File: config.mk
export PLATFORM = sky130hd
export DESIGN_NAME = fir_mac_sequencer
export DESIGN_NICKNAME = d
export VERILOG_FILES = /design/src/rtl/fir_mac_sequencer.sv
export SDC_FILE = /design/constraint.sdc
export NUM_CORES = 1
export LEC_CHECK = 0
export BUFFER_PORTS_ARGS = -buffer_cell sky130_fd_sc_hd__buf_2
export CORE_MARGIN = 4
export CORE_UTILIZATION = 55
export DETAILED_ROUTE_END_ITERATION = 8
export PLACE_DENSITY_LB_ADDON = 0.1
export SYNTH_ARGS = -nofsm -noshare
export SYNTH_HDL_FRONTEND = slang
export SYNTH_SLANG_ARGS = --single-unit
File: constraint.sdc
create_clock -name CLK -period 14.7 [get_ports CLK]
set_input_delay 1.47 -clock CLK [delete_from_list [all_inputs] [get_ports CLK]]
set_output_delay 1.47 -clock CLK [all_outputs]
set_load 0.03 [all_outputs]
File: src/rtl/fir_mac_sequencer.sv
// Time-multiplexed FIR engine: one signed MAC walks all TAPS+1 taps per accepted sample.
// Define FIR_SAT_EN to saturate DOUT; otherwise the scaled accumulator wraps to DATA_WIDTH bits.
module fir_mac_sequencer #(
   parameter int unsigned DATA_WIDTH = 13,
   parameter int unsigned TAPS       = 8,
   parameter int unsigned OUT_SHIFT  = 12
) (
   input  logic                          CLK,
   input  logic                          RST_n,
   input  logic                          VIN,
   input  logic [DATA_WIDTH-1:0]         DIN,
   output logic                          RDY,
   input  logic                          COEF_WE,
   input  logic [$clog2(TAPS+1)-1:0]     COEF_ADDR,
   input  logic [DATA_WIDTH-1:0]         COEF_DATA,
   output logic                          VOUT,
   output logic [DATA_WIDTH-1:0]         DOUT,
   output logic                          BUSY
);

   localparam int unsigned NTaps     = TAPS + 1;
   localparam int unsigned AW        = $clog2(NTaps);
   localparam int unsigned ProdWidth = 2 * DATA_WIDTH;
   localparam int unsigned AccWidth  = ProdWidth + AW;
   localparam logic [AW-1:0] LastTap = AW'(TAPS);

   typedef enum logic [1:0] {StIdle, StMac, StDone} state_e;

   // Low-pass set loaded at reset; taps beyond the default set start at zero.
   function automatic logic [DATA_WIDTH-1:0] default_coef(input int idx);
      int v;
      case (idx)
         0, 8:    v = -26;
         1, 7:    v = -56;
         2, 6:    v = 209;
         3, 5:    v = 1088;
         4:       v = 1661;
         default: v = 0;
      endcase
      return DATA_WIDTH'(v);
   endfunction

   state_e                       state_q, state_d;
   logic [AW-1:0]                k_q, k_d;
   logic [AW-1:0]                wr_ptr_q, wr_ptr_d;
   logic signed [AccWidth-1:0]   acc_q, acc_d;
   logic [DATA_WIDTH-1:0]        dout_q, dout_d;
   logic [DATA_WIDTH-1:0]        dline_q [NTaps];
   logic [DATA_WIDTH-1:0]        dline_d [NTaps];
   logic [DATA_WIDTH-1:0]        coef_q  [NTaps];
   logic [DATA_WIDTH-1:0]        coef_d  [NTaps];

   logic                         accept;
   logic [AW-1:0]                rd_idx;
   logic signed [ProdWidth-1:0]  prod;
   logic signed [AccWidth-1:0]   acc_sum;
   logic signed [AccWidth-1:0]   acc_shr;
   logic [DATA_WIDTH-1:0]        dout_narrow;

   assign RDY    = (state_q != StMac);
   assign BUSY   = (state_q == StMac);
   assign VOUT   = (state_q == StDone);
   assign DOUT   = dout_q;
   assign accept = VIN & RDY;

   // Explicit modulo wrap: TAPS+1 is not required to be a power of two.
   always_comb begin
      if (wr_ptr_q >= k_q) begin
         rd_idx = wr_ptr_q - k_q;
      end else begin
         rd_idx = wr_ptr_q + AW'(NTaps) - k_q;
      end
   end

   assign prod    = $signed(coef_q[k_q]) * $signed(dline_q[rd_idx]);
   assign acc_sum = acc_q + {{(AccWidth-ProdWidth){prod[ProdWidth-1]}}, prod};
   assign acc_shr = acc_sum >>> OUT_SHIFT;

`ifdef FIR_SAT_EN
   localparam logic signed [AccWidth-1:0] OutMax =
      {{(AccWidth-DATA_WIDTH+1){1'b0}}, {(DATA_WIDTH-1){1'b1}}};
   localparam logic signed [AccWidth-1:0] OutMin = ~OutMax;

   always_comb begin
      if (acc_shr > OutMax) begin
         dout_narrow = DATA_WIDTH'(OutMax);
      end else if (acc_shr < OutMin) begin
         dout_narrow = DATA_WIDTH'(OutMin);
      end else begin
         dout_narrow = DATA_WIDTH'(acc_shr);
      end
   end
`else
   assign dout_narrow = DATA_WIDTH'(acc_shr);
`endif

   always_comb begin
      state_d  = state_q;
      k_d      = k_q;
      wr_ptr_d = wr_ptr_q;
      acc_d    = acc_q;
      dout_d   = dout_q;
      dline_d  = dline_q;
      coef_d   = coef_q;

      case (state_q)
         StIdle, StDone: begin
            if (accept) begin
               dline_d[wr_ptr_q] = DIN;
               acc_d             = '0;
               k_d               = '0;
               state_d           = StMac;
            end else begin
               state_d = StIdle;
            end
         end
         StMac: begin
            acc_d = acc_sum;
            if (k_q == LastTap) begin
               dout_d   = dout_narrow;
               wr_ptr_d = (wr_ptr_q == LastTap) ? '0 : wr_ptr_q + 1'b1;
               state_d  = StDone;
            end else begin
               k_d = k_q + 1'b1;
            end
         end
         default: state_d = StIdle;
      endcase

      // A write alongside an accept lands before the MAC reads it, so it covers that sample.
      if (COEF_WE && RDY && (COEF_ADDR <= LastTap)) begin
         coef_d[COEF_ADDR] = COEF_DATA;
      end
   end

   always_ff @(posedge CLK) begin
      if (!RST_n) begin
         state_q  <= StIdle;
         k_q      <= '0;
         wr_ptr_q <= '0;
         acc_q    <= '0;
         dout_q   <= '0;
         for (int i = 0; i < NTaps; i++) begin
            dline_q[i] <= '0;
            coef_q[i]  <= default_coef(i);
         end
      end else begin
         state_q  <= state_d;
         k_q      <= k_d;
         wr_ptr_q <= wr_ptr_d;
         acc_q    <= acc_d;
         dout_q   <= dout_d;
         dline_q  <= dline_d;
         coef_q   <= coef_d;
      end
   end

endmodule
==> flow_metrics.env <==
export IMPL_crit_path_top_delay_cell="dfxtp_1"
export IMPL_synth_most_common_cell="nand2_1"
export IMPL_row_count=69
export IMPL_syn_area_per_cell_um2=8.278
export IMPL_gp_congestion=0.9190
export IMPL_r2r_slack_ns=3.64
export IMPL_synth_enable_flop_cells=0
export IMPL_ys_top_cells_by_area="dfxtp_1 29%, fa_1 16%, nand2_1 13%"
export IMPL_synthArstFlopShare_pct=0
export IMPL_fp_dieH_um=197.5
export IMPL_die_w_um=197.5
export IMPL_cp_arrival_ns=11.55
export IMPL_ys_types=58
export IMPL_tns_ns=0
export IMPL_postLayoutCoreUtil_pct=60.39
export IMPL_crit_required_ns=15.19
export IMPL_track_usage_pct=26.48
export IMPL_numCtsBuffers=31
export IMPL_post_cts_setup_buffers=0
export IMPL_insertion_delay_ns=0.60
export IMPL_fillers=3135
export IMPL_seq_area_um2=5647
export IMPL_drive_gt1_share_pct=7.107
export IMPL_hold_viol=0
export IMPL_cts_sinks=282
export IMPL_timing_rr_end="acc_q[24]$_SDFFE_PN0P_"
export IMPL_hold_slack_ns=0.4497
export IMPL_fin_crit_sh_pct=75.25
export IMPL_reg2reg_depth=40
export IMPL_syn_nets=2685
export IMPL_netlist_top_cells_count="693 x nand2_1, 282 x dfxtp_1, 180 x a21boi_0, 174 x inv_1, 162 x fa_1"
export IMPL_cp_top_family="adder cells"
export IMPL_skew_ns=0.02256
export IMPL_multi_input_area_um2=12930
export IMPL_final_max_slew_viol_count=0
export IMPL_ys_seq_elements=282
export IMPL_avgViaCountPerCell=5.642
export IMPL_crit_path_end="acc_q[24]$_SDFFE_PN0P_"
export IMPL_synth_area_um2=19750
export IMPL_period_needed_ns=11.06
export IMPL_num_vias=16022
export IMPL_hp_class="reg -> reg"
export IMPL_antenna_found_initial=1
export IMPL_pin_count=50
export IMPL_worst_pin_slew_ns=0.9805
export IMPL_core_um2=35480
export IMPL_crit_path_start_kind="flip-flop"
export IMPL_path_max_fanout=43
export IMPL_end_kind="flip-flop"
export IMPL_cp_startpoint="k_q[3]$_SDFFE_PN0P_"
export IMPL_finalSetupViolations=0
export IMPL_grt_pass1_vias=15804
export IMPL_wirelength_mm=52.05
export IMPL_timing_rr_start="k_q[3]$_SDFFE_PN0P_"
export IMPL_cts_tree="built"
export IMPL_cpPeakStageDelay_ns=0.90
export IMPL_yosysWarnings=0
export IMPL_post_drt_wl_per_cell_um=18.33
export IMPL_post_cts_resized=0
export IMPL_grt_max_degree=105
export IMPL_cts_root_buf="clkbuf_16"
export IMPL_fmax_mhz=90.41
export IMPL_path_depth=40
export IMPL_dp_hpwl_mm=36.63
export IMPL_h_tree_depth=1
export IMPL_synth_seq_area_share_pct=28.58
export IMPL_antenna_left=0
export IMPL_area_delta_synth_final_pct=8.489
export IMPL_ctsLongestPathBuffers=3
export IMPL_drt_initial_drc_count=1009
export IMPL_status="complete, no violations"
export IMPL_synth_ff_type="dfxtp_1"
export IMPL_drc=0
export IMPL_dr_pass1_iters=5
export IMPL_max_slew_margin_pct=34.20
export IMPL_rsz0062_at_grt="no"
export IMPL_layout_nets=2653
export IMPL_io_buffers=49
export IMPL_grt_ovfl_total=0
export IMPL_cts_hold_fix_buffers=0
export IMPL_clk_pin_slew_ns=0.06
export IMPL_crit_type="reg -> reg"
export IMPL_yosys_area_top_type="dfxtp_1"
export IMPL_critPathBufInv=5
export IMPL_start_util_pct=55.66
export IMPL_die_area_um2=39000
export IMPL_synth_top_area_share_pct=28.58
export IMPL_syn_inst=2386
export IMPL_grt_pass1_wl_mm=83.84
export IMPL_maxCapViolations=0
[final cells by class]
type / count / share of cell area [%]
multi-input combinational: 1788 / 60.34
antenna: 1 / 0.01168
timing repair buffer: 75 / 2.085
clock buffer: 42 / 4.187
sequential: 282 / 26.35
tap: 461 / 2.692
clock inverter: 15 / 1.250
inverter: 176 / 3.083
[worst reg2reg max path, delay by kind of cell (launching register included)]
family	cells	cell delay [ns]
adders and majority gates	9	3.84
AOI/OAI and AO/OA	14	3.14
and+or+nand+nor	10	1.70
DFF	1	0.90
muxes	1	0.71
buffers and inverters	5	0.43
xor gates and xnor gates	1	0.24
[per-layer routing]
layer  vias to the layer above  track usage, %  share of wire [%]
met4                         0           8.263                3.3
li1                       7674               -                  -
met1                      7737           35.40                 43
met2                       498           44.84                 48
met3                       113           3.804                6.4
met5                         -               0                  0
[how the worst min path moves through the flow]
stage	startpoint	end	slack, ns	cells after the start
2_1_floorplan	coef_q[26]$_SDFFE_PN1P_	coef_q[26]$_SDFFE_PN1P_	0.44	2
3_3_place_gp	DOUT[9]$_SDFFE_PN0P_	DOUT[9]$_SDFFE_PN0P_	0.45	2
3_5_place_dp	DOUT[9]$_SDFFE_PN0P_	DOUT[9]$_SDFFE_PN0P_	0.45	2
4_1_cts	DOUT[9]$_SDFFE_PN0P_	DOUT[9]$_SDFFE_PN0P_	0.46	2
5_1_grt	dline_q[59]$_SDFFE_PN0P_	dline_q[59]$_SDFFE_PN0P_	0.48	2
6_report	DOUT[12]$_SDFFE_PN0P_	DOUT[12]$_SDFFE_PN0P_	0.45	2
[logic make-up after synthesis]
logic type / count (synthesis) / share of synthesized area, %
multiplexers: 59 / 4.808
flip-flops: 282 / 28.58
AND/OR/NAND/NOR: 1045 / 22.33
buffers and inverters: 316 / 6.031
XOR/XNOR: 47 / 2.154
adder cells (fa/ha/maj): 265 / 22.95
AO/OA/AOI/OAI: 372 / 13.15
[flip-flops by register name, summed over array words and instances, names as in the netlist]
signal and cells:
DOUT 13, acc_q 25, coef_q 117, dline_q 117, k_q 4, state_q 2, wr_ptr_q 4
[cell usage in the layout (no fill, tap or decap), drive strengths merged, types with 6 or more instances in the layout]
cell / count
and3: 15
a21o: 10
ha: 103
buf: 75
and2: 38
o21bai: 6
clkbuf: 42
xor2: 12
a22oi: 18
a31oi: 11
mux2i: 30
a21oi: 41
nor2b: 46
nand2: 693
a21boi: 182
nor2: 111
a311oi: 11
xnor2: 34
inv: 176
dfxtp: 282
fa: 162
o21ai: 55
mux4: 28
clkinv: 7
o21a: 15
bufinv: 7
nor3: 13
nand2b: 15
a211oi: 6
nand3: 91
[per-stage QoR]
| step | setup WS (ns) | std cells | area, µm² |
|---|---|---|---|
| 2_1_floorplan | 4.526 | 2386 | 19750 |
| 3_3_place_gp | 3.921 | 2782 | 20260 |
| 3_5_place_dp | 3.653 | 2782 | 20260 |
| 4_1_cts | 3.656 | 2839 | 21420 |
| 5_1_grt | 2.630 | 2839 | 21420 |
| 6_report | 3.639 | 2840 | 21430 |
Power is left out: the tool's default activity adds up to more than one toggle a clock period on the data nets, which glitch-free logic cannot reach.
